[src/rtl/key_lookup_sched_pkg.sv]
// Shared configuration, key record layout and round-robin helper for the
// key lookup scheduler.
package key_lookup_sched_pkg;

  localparam int REQ_NUM         = 5;
  localparam int PORT_NUM        = 4;
  localparam int HASH_DATA_WIDTH = 12;
  localparam int OUTSTANDING_MAX = 8;
  localparam int MAC_W           = 48;
  localparam int REQ_ID_W        = $clog2(REQ_NUM);
  localparam int CNT_W           = $clog2(OUTSTANDING_MAX) + 1;

  // Held key record, LSB first: dmac hash, dmac, smac hash, smac
  localparam int DHASH_LSB = 0;
  localparam int DMAC_LSB  = DHASH_LSB + HASH_DATA_WIDTH;
  localparam int SHASH_LSB = DMAC_LSB + MAC_W;
  localparam int SMAC_LSB  = SHASH_LSB + HASH_DATA_WIDTH;
  localparam int KEY_W     = SMAC_LSB + MAC_W;

  typedef logic [REQ_ID_W-1:0] req_id_t;
  typedef logic [KEY_W-1:0]    key_rec_t;

  function automatic req_id_t rr_next(input req_id_t id);
    return (id == req_id_t'(REQ_NUM - 1)) ? '0 : id + req_id_t'(1);
  endfunction

endpackage

[src/rtl/key_tag_fifo.sv]
// Synchronous tag FIFO holding the requester ID of every lookup in flight,
// in issue order. Push while full is accepted only when a pop happens too.
module key_tag_fifo #(
  parameter int WIDTH = 3,
  parameter int DEPTH = 8
) (
  input  logic                     clk,
  input  logic                     rst,
  input  logic                     push,
  input  logic [WIDTH-1:0]         push_data,
  input  logic                     pop,
  output logic [WIDTH-1:0]         pop_data,
  output logic                     full,
  output logic                     empty,
  output logic [$clog2(DEPTH):0]   count
);

  localparam int AW = $clog2(DEPTH);
  localparam logic [AW:0] FULL_CNT = (AW+1)'(DEPTH);

  logic [WIDTH-1:0] mem [DEPTH];
  logic [AW-1:0]    wr_ptr;
  logic [AW-1:0]    rd_ptr;
  logic             do_push;
  logic             do_pop;

  assign full     = (count == FULL_CNT);
  assign empty    = (count == '0);
  assign do_pop   = pop & ~empty;
  assign do_push  = push & (~full | do_pop);
  assign pop_data = mem[rd_ptr];

  always_ff @(posedge clk) begin
    if (do_push) mem[wr_ptr] <= push_data;
  end

  always_ff @(posedge clk or posedge rst) begin
    if (rst) begin
      wr_ptr <= '0;
      rd_ptr <= '0;
      count  <= '0;
    end else begin
      if (do_push) wr_ptr <= wr_ptr + AW'(1);
      if (do_pop)  rd_ptr <= rd_ptr + AW'(1);
      case ({do_push, do_pop})
        2'b10:   count <= count + (AW+1)'(1);
        2'b01:   count <= count - (AW+1)'(1);
        default: count <= count;
      endcase
    end
  end

endmodule

[src/rtl/key_lookup_sched.sv]
// Shares one MAC-table lookup engine between REQ_NUM key sources: one-deep
// hold buffer per requester, round-robin issue, in-order result routing.
module key_lookup_sched
  import key_lookup_sched_pkg::*;
(
  input  logic                                i_clk,
  input  logic                                i_rst,
  input  logic [REQ_NUM-1:0]                  i_key_vld,
  output logic [REQ_NUM-1:0]                  o_key_rdy,
  input  logic [REQ_NUM*HASH_DATA_WIDTH-1:0]  i_dmac_hash_key,
  input  logic [REQ_NUM*MAC_W-1:0]            i_dmac,
  input  logic [REQ_NUM*HASH_DATA_WIDTH-1:0]  i_smac_hash_key,
  input  logic [REQ_NUM*MAC_W-1:0]            i_smac,
  output logic [REQ_NUM-1:0]                  o_dmac_port,
  output logic [HASH_DATA_WIDTH-1:0]          o_dmac_hash_key,
  output logic [MAC_W-1:0]                    o_dmac,
  output logic [HASH_DATA_WIDTH-1:0]          o_smac_hash_key,
  output logic [MAC_W-1:0]                    o_smac,
  output logic                                o_lkp_vld,
  input  logic                                i_lkp_rdy,
  input  logic [PORT_NUM-1:0]                 i_tx_port,
  input  logic                                i_tx_port_vld,
  output logic [REQ_NUM*PORT_NUM-1:0]         o_rsp_port,
  output logic [REQ_NUM-1:0]                  o_rsp_vld,
  output logic [CNT_W-1:0]                    o_inflight,
  output logic                                o_err_unexp
);

  // Handshakes: a key moves when i_key_vld[r] & o_key_rdy[r] at a clock edge.
  // A lookup is committed when i_lkp_rdy is high in the decision cycle; the
  // registered o_lkp_vld pulse follows one cycle later and is not held.
  // Results carry no tag and always belong to the oldest outstanding lookup.

  logic [REQ_NUM-1:0] hold_vld;
  key_rec_t           hold_key [REQ_NUM];
  req_id_t            rr_ptr;
  req_id_t            win;
  req_id_t            cand;
  logic               found;
  logic [REQ_NUM-1:0] win_onehot;
  logic               issue;
  logic               fifo_full;
  logic               fifo_empty;
  logic               tag_pop;
  req_id_t            tag_head;
  logic [REQ_NUM-1:0]          rsp_vld_next;
  logic [REQ_NUM*PORT_NUM-1:0] rsp_port_next;

  assign o_key_rdy = ~hold_vld;
  assign tag_pop   = i_tx_port_vld & ~fifo_empty;
  assign issue     = (|hold_vld) & i_lkp_rdy & (~fifo_full | tag_pop);

  // Round-robin search starting at rr_ptr
  always_comb begin
    win        = rr_ptr;
    cand       = rr_ptr;
    found      = 1'b0;
    win_onehot = '0;
    for (int k = 0; k < REQ_NUM; k++) begin
      if (!found && hold_vld[cand]) begin
        found = 1'b1;
        win   = cand;
      end
      cand = rr_next(cand);
    end
    win_onehot[win] = 1'b1;
  end

  always_comb begin
    rsp_vld_next  = '0;
    rsp_port_next = '0;
    for (int r = 0; r < REQ_NUM; r++) begin
      if (tag_pop && tag_head == req_id_t'(r)) begin
        rsp_vld_next[r] = 1'b1;
        rsp_port_next[r*PORT_NUM +: PORT_NUM] = i_tx_port;
      end
    end
  end

  always_ff @(posedge i_clk or posedge i_rst) begin
    if (i_rst) begin
      hold_vld <= '0;
      for (int r = 0; r < REQ_NUM; r++) hold_key[r] <= '0;
    end else begin
      for (int r = 0; r < REQ_NUM; r++) begin
        if (i_key_vld[r] && !hold_vld[r]) begin
          hold_vld[r] <= 1'b1;
          hold_key[r] <= {i_smac[r*MAC_W +: MAC_W],
                          i_smac_hash_key[r*HASH_DATA_WIDTH +: HASH_DATA_WIDTH],
                          i_dmac[r*MAC_W +: MAC_W],
                          i_dmac_hash_key[r*HASH_DATA_WIDTH +: HASH_DATA_WIDTH]};
        end else if (issue && win == req_id_t'(r)) begin
          hold_vld[r] <= 1'b0;
        end
      end
    end
  end

  always_ff @(posedge i_clk or posedge i_rst) begin
    if (i_rst) begin
      rr_ptr          <= '0;
      o_lkp_vld       <= 1'b0;
      o_dmac_port     <= '0;
      o_dmac_hash_key <= '0;
      o_dmac          <= '0;
      o_smac_hash_key <= '0;
      o_smac          <= '0;
    end else begin
      o_lkp_vld   <= issue;
      o_dmac_port <= issue ? win_onehot : '0;
      if (issue) begin
        rr_ptr          <= rr_next(win);
        o_dmac_hash_key <= hold_key[win][DHASH_LSB +: HASH_DATA_WIDTH];
        o_dmac          <= hold_key[win][DMAC_LSB  +: MAC_W];
        o_smac_hash_key <= hold_key[win][SHASH_LSB +: HASH_DATA_WIDTH];
        o_smac          <= hold_key[win][SMAC_LSB  +: MAC_W];
      end
    end
  end

  always_ff @(posedge i_clk or posedge i_rst) begin
    if (i_rst) begin
      o_rsp_vld   <= '0;
      o_rsp_port  <= '0;
      o_err_unexp <= 1'b0;
    end else begin
      o_rsp_vld  <= rsp_vld_next;
      o_rsp_port <= rsp_port_next;
      if (i_tx_port_vld && fifo_empty) o_err_unexp <= 1'b1;
    end
  end

  key_tag_fifo #(
    .WIDTH (REQ_ID_W),
    .DEPTH (OUTSTANDING_MAX)
  ) u_tag_fifo (
    .clk       (i_clk),
    .rst       (i_rst),
    .push      (issue),
    .push_data (win),
    .pop       (tag_pop),
    .pop_data  (tag_head),
    .full      (fifo_full),
    .empty     (fifo_empty),
    .count     (o_inflight)
  );

endmodule

[config.mk]
export PLATFORM = sky130hd
export DESIGN_NAME = key_lookup_sched
export DESIGN_NICKNAME = d
export VERILOG_FILES = /design/src/rtl/key_lookup_sched_pkg.sv /design/src/rtl/key_tag_fifo.sv /design/src/rtl/key_lookup_sched.sv
export SDC_FILE = /design/constraint.sdc
export NUM_CORES = 2
export LEC_CHECK = 0
export ABC_AREA = 1
export BUFFER_PORTS_ARGS = -buffer_cell sky130_fd_sc_hd__buf_4
export CAP_MARGIN = 20
export CORE_AREA = 10 10 292 294
export CTS_CLUSTER_SIZE = 14
export DETAILED_ROUTE_END_ITERATION = 8
export DIE_AREA = 0 0 302 304
export GPL_ROUTABILITY_DRIVEN = 0
export PLACE_DENSITY = 0.73
export SETUP_SLACK_MARGIN = 0.05
export SYNTH_ARGS = -nofsm -noshare
export SYNTH_HDL_FRONTEND = slang
export SYNTH_SLANG_ARGS = --single-unit
[constraint.sdc]
create_clock -name i_clk -period 34.2 [get_ports i_clk]
set_input_delay 3.42 -clock i_clk [delete_from_list [all_inputs] [get_ports i_clk]]
set_output_delay 3.42 -clock i_clk [all_outputs]
set_load 0.01 [all_outputs]
==> load_flow_metrics.sql <==
INSERT INTO impl_metrics (metric_group, metric, value, unit) VALUES
('status', 'outcome', 'finished clean', ''),
('hold_path', 'worst_hold_startpoint', 'o_err_unexp', ''),
('timing', 'timing.slew.headroom', '23.4', '%'),
('hold_path', 'hp-class', 'reg -> reg', ''),
('synthesis', 'synth_top_family_by_area', 'simple AND/OR/NAND/NOR gates', ''),
('worst_setup_path', 'crit_slowest_cell', 'sky130_fd_sc_hd__buf_4', ''),
('synthesis', 'syn-instance-count', '4911', ''),
('cts', 'clockBufferDepth', '3', ''),
('worst_setup_path', 'crit_path_max_fanout', '121', ''),
('die', 'boundaryPins', '774', ''),
('cts', 'cts.reportedPaths.clkPinSlew', '60', 'ps'),
('die', 'floorplan.initialDensity', '47.4', '%'),
('cts', 'post-cts-setup-buffers', '0', ''),
('layout', 'finish.instance_area', '47000', 'um2'),
('synthesis', 'netlist_area', '37800', 'um2'),
('synthesis', 'synth_compound_area_share', '8.57', '%'),
('routing', 'routed_wirelength', '131000', 'um'),
('timing', 'final_min_period_over_clock_period', '20.4', '%'),
('placed_design', 'placement.io_buffers', '773', ''),
('timing', 'hold_slack', '479', 'ps'),
('global_route', 'antenna_found_initial', '41', ''),
('routing', 'initialDrtViolationCount', '3121', ''),
('routing', 'via_count', '34000', ''),
('cts', 'clk_root_buffer_cell', 'sky130_fd_sc_hd__clkbuf_16', ''),
('flow_run', 'max_cap_violations', '0', ''),
('layout', 'post_route_cells_drive_above_1_share', '20.0', '%'),
('cts', 'tritoncts', 'built', ''),
('worst_setup_path', 'critical-path-top-cell-by-count', 'sky130_fd_sc_hd__buf_4', ''),
('synthesis', 'synth_sequential_area_ratio', '52.9', '%'),
('routing', 'postRouteAntennaNets', '0', ''),
('timing', 'report.final.hold_viol_count', '0', ''),
('cts', 'cts-resized-gates', '0', ''),
('worst_setup_path', 'crit_end_element', 'async pin', ''),
('synthesis', 'ys_types', '32', ''),
('synthesis', 'synthXorXnorAreaFrac', '0.185', '%'),
('die', 'die_w', '302', 'um'),
('synthesis', 'synth.avg_cell_area', '7.69', 'um2'),
('global_route', 'grt_overflow', '0', ''),
('worst_setup_path', 'critical_path.reg2reg.startpoint', 'rr_ptr[0]', ''),
('global_route', 'grtUsageMet3', '5.71', '%'),
('routing', 'drc', '0', ''),
('synthesis', 'synth.ff_latch_count', '794', ''),
('cts', 'cts_sinks', '794', ''),
('timing', 'worstMarginPinSlew', '1150', 'ps'),
('cts', 'cts_max_level', '3', ''),
('global_route', 'grt_first_pass_wirelength', '197000', 'um'),
('hold_path', 'capture_endpoint_of_the_worst_hold_path', 'o_err_unexp', ''),
('timing', 'maxSlewViolCount', '0', ''),
('timing', 'accumulated_negative_setup_slack', '0', 'ps'),
('die', 'core.rowCount', '104', ''),
('timing', 'timing.final.crit_period', '6990', 'ps'),
('layout', 'layout_common_cells', 'sky130_fd_sc_hd__nor2_1, sky130_fd_sc_hd__nand2_1, sky130_fd_sc_hd__buf_4', ''),
('routing', 'detailed_routing_iteration_count_for_the_pre_antenna_repair_pass', '6', ''),
('worst_setup_path', 'worst_ep_required_time', '34870', 'ps'),
('synthesis', 'synth_fa_ha_area_share', '0.583', '%'),
('worst_setup_path', 'setup.worst_path.start_class', 'input port', ''),
('worst_setup_path', 'sequence_of_cells_on_the_critical_path', 'buf_4 -> inv_8 -> buf_4 -> buf_4 -> buf_4 -> buf_4', ''),
('worst_setup_path', 'reg2regPathDepth', '24', ''),
('worst_setup_path', 'worst_setup_path_category', 'in -> async', ''),
('routing', 'routed_via_density', '5.08', ''),
('global_route', 'groute.layer.met1.usage', '35.7', '%'),
('worst_setup_path', 'regToRegEndpoint', 'o_dmac[5]', ''),
('worst_setup_path', 'timing.critical_path.arrival', '7660', 'ps'),
('placed_design', 'place_area', '43900', 'um2'),
('placed_design', 'place_hpwl', '90800', 'um'),
('synthesis', 'muxShareOfSynthArea', '0', '%'),
('worst_setup_path', 'worst_path_largest_cell_delay', '850', 'ps'),
('timing', 'fmaxAchievable', '143', 'MHz'),
('timing', 'clock-skew-final', '46.1', 'ps'),
('layout', 'post_layout_nets', '6158', ''),
('die', 'fp.dieArea', '91800', 'um2');
cell usage after synthesis (all sizes together):
cell / count / area [um2]
nor2: 1023 / 3870
or2: 122 / 763
clkbuf: 167 / 627
nand2: 831 / 3160
a211oi: 1 / 7.51
nor4: 1 / 6.26
nand3: 399 / 2030
dfrtp: 770 / 19300
o22ai: 6 / 37.5
a31o: 1 / 8.76
fa: 1 / 20.0
edfxtp: 24 / 721
nor3: 3 / 15.0
buf: 114 / 798
nand4: 12 / 75.1
ha: 16 / 200
xor2: 7 / 61.3
inv: 776 / 2910
o21ai: 31 / 155
xnor2: 1 / 8.76
a21oi: 605 / 3030
critical path: cells and delay by family:
family / cells / cell delay, ps
buf+inv: 6 / 3900
cells by family (layout without fill, tap and decap cells):
logic type	Yosys count	after routing
and+or+nand+nor	2391	2391
buffers and inverters	1057	1743
DFF	794	794
AOI/OAI and AO/OA	644	644
adders and majority gates	17	17
xor gates and xnor gates	8	8
other	0	36
state kept, by name, indices dropped and copies added, names as in the netlist, 5 cells and up:
| signal | count |
|---|---|
| o_smac_hash_key | 12 |
| hold_key | 600 |
| o_rsp_vld | 5 |
| o_smac | 48 |
| o_dmac | 48 |
| hold_vld | 5 |
| o_dmac_port | 5 |
| o_rsp_port | 20 |
| u_tag_fifo.mem | 24 |
| o_dmac_hash_key | 12 |
area by class of cell:
type | count | area [um2]
Tap cell | 1060 | 1330
Clock buffer | 113 | 2420
Antenna cell | 36 | 90.1
Multi-Input combinational cell | 3060 | 13500
Fill cell | 7222 | 32600
Timing Repair Buffer | 811 | 6120
Inverter | 776 | 2930
Sequential cell | 794 | 20000
Clock inverter | 43 | 591
worst max-delay path by stage:
| stage | endpoint | slack (ps) | start |
|---|---|---|---|
| after detailed placement | hold_key[228] | 26420 | i_rst |
| after global placement | hold_key[228] | 26430 | i_rst |
| after CTS | hold_key[228] | 27070 | i_rst |
| after floorplan | hold_key[0] | 9170 | i_rst |
| final | hold_key[225] | 27210 | i_rst |
| after global routing | hold_key[341] | 26620 | i_rst |
through the flow:
step	utilization (%)	setup WS [ps]	std cells
after floorplan	-	9170	4911
after global placement	55.1	26430	6500
after detailed placement	55.1	26420	6500
after CTS	58.9	27070	6656
after global routing	59.0	26620	6693
final	59.0	27210	6693
routing by layer:
metal	up-vias	share of wire [%]
li1	16200	-
met4	10	5.4
met1	16000	40
met3	317	8.2
met2	1429	46
met5	-	0.061
Power is left out: the tool's default activity adds up to more than one toggle a clock period on the data nets, which glitch-free logic cannot reach.
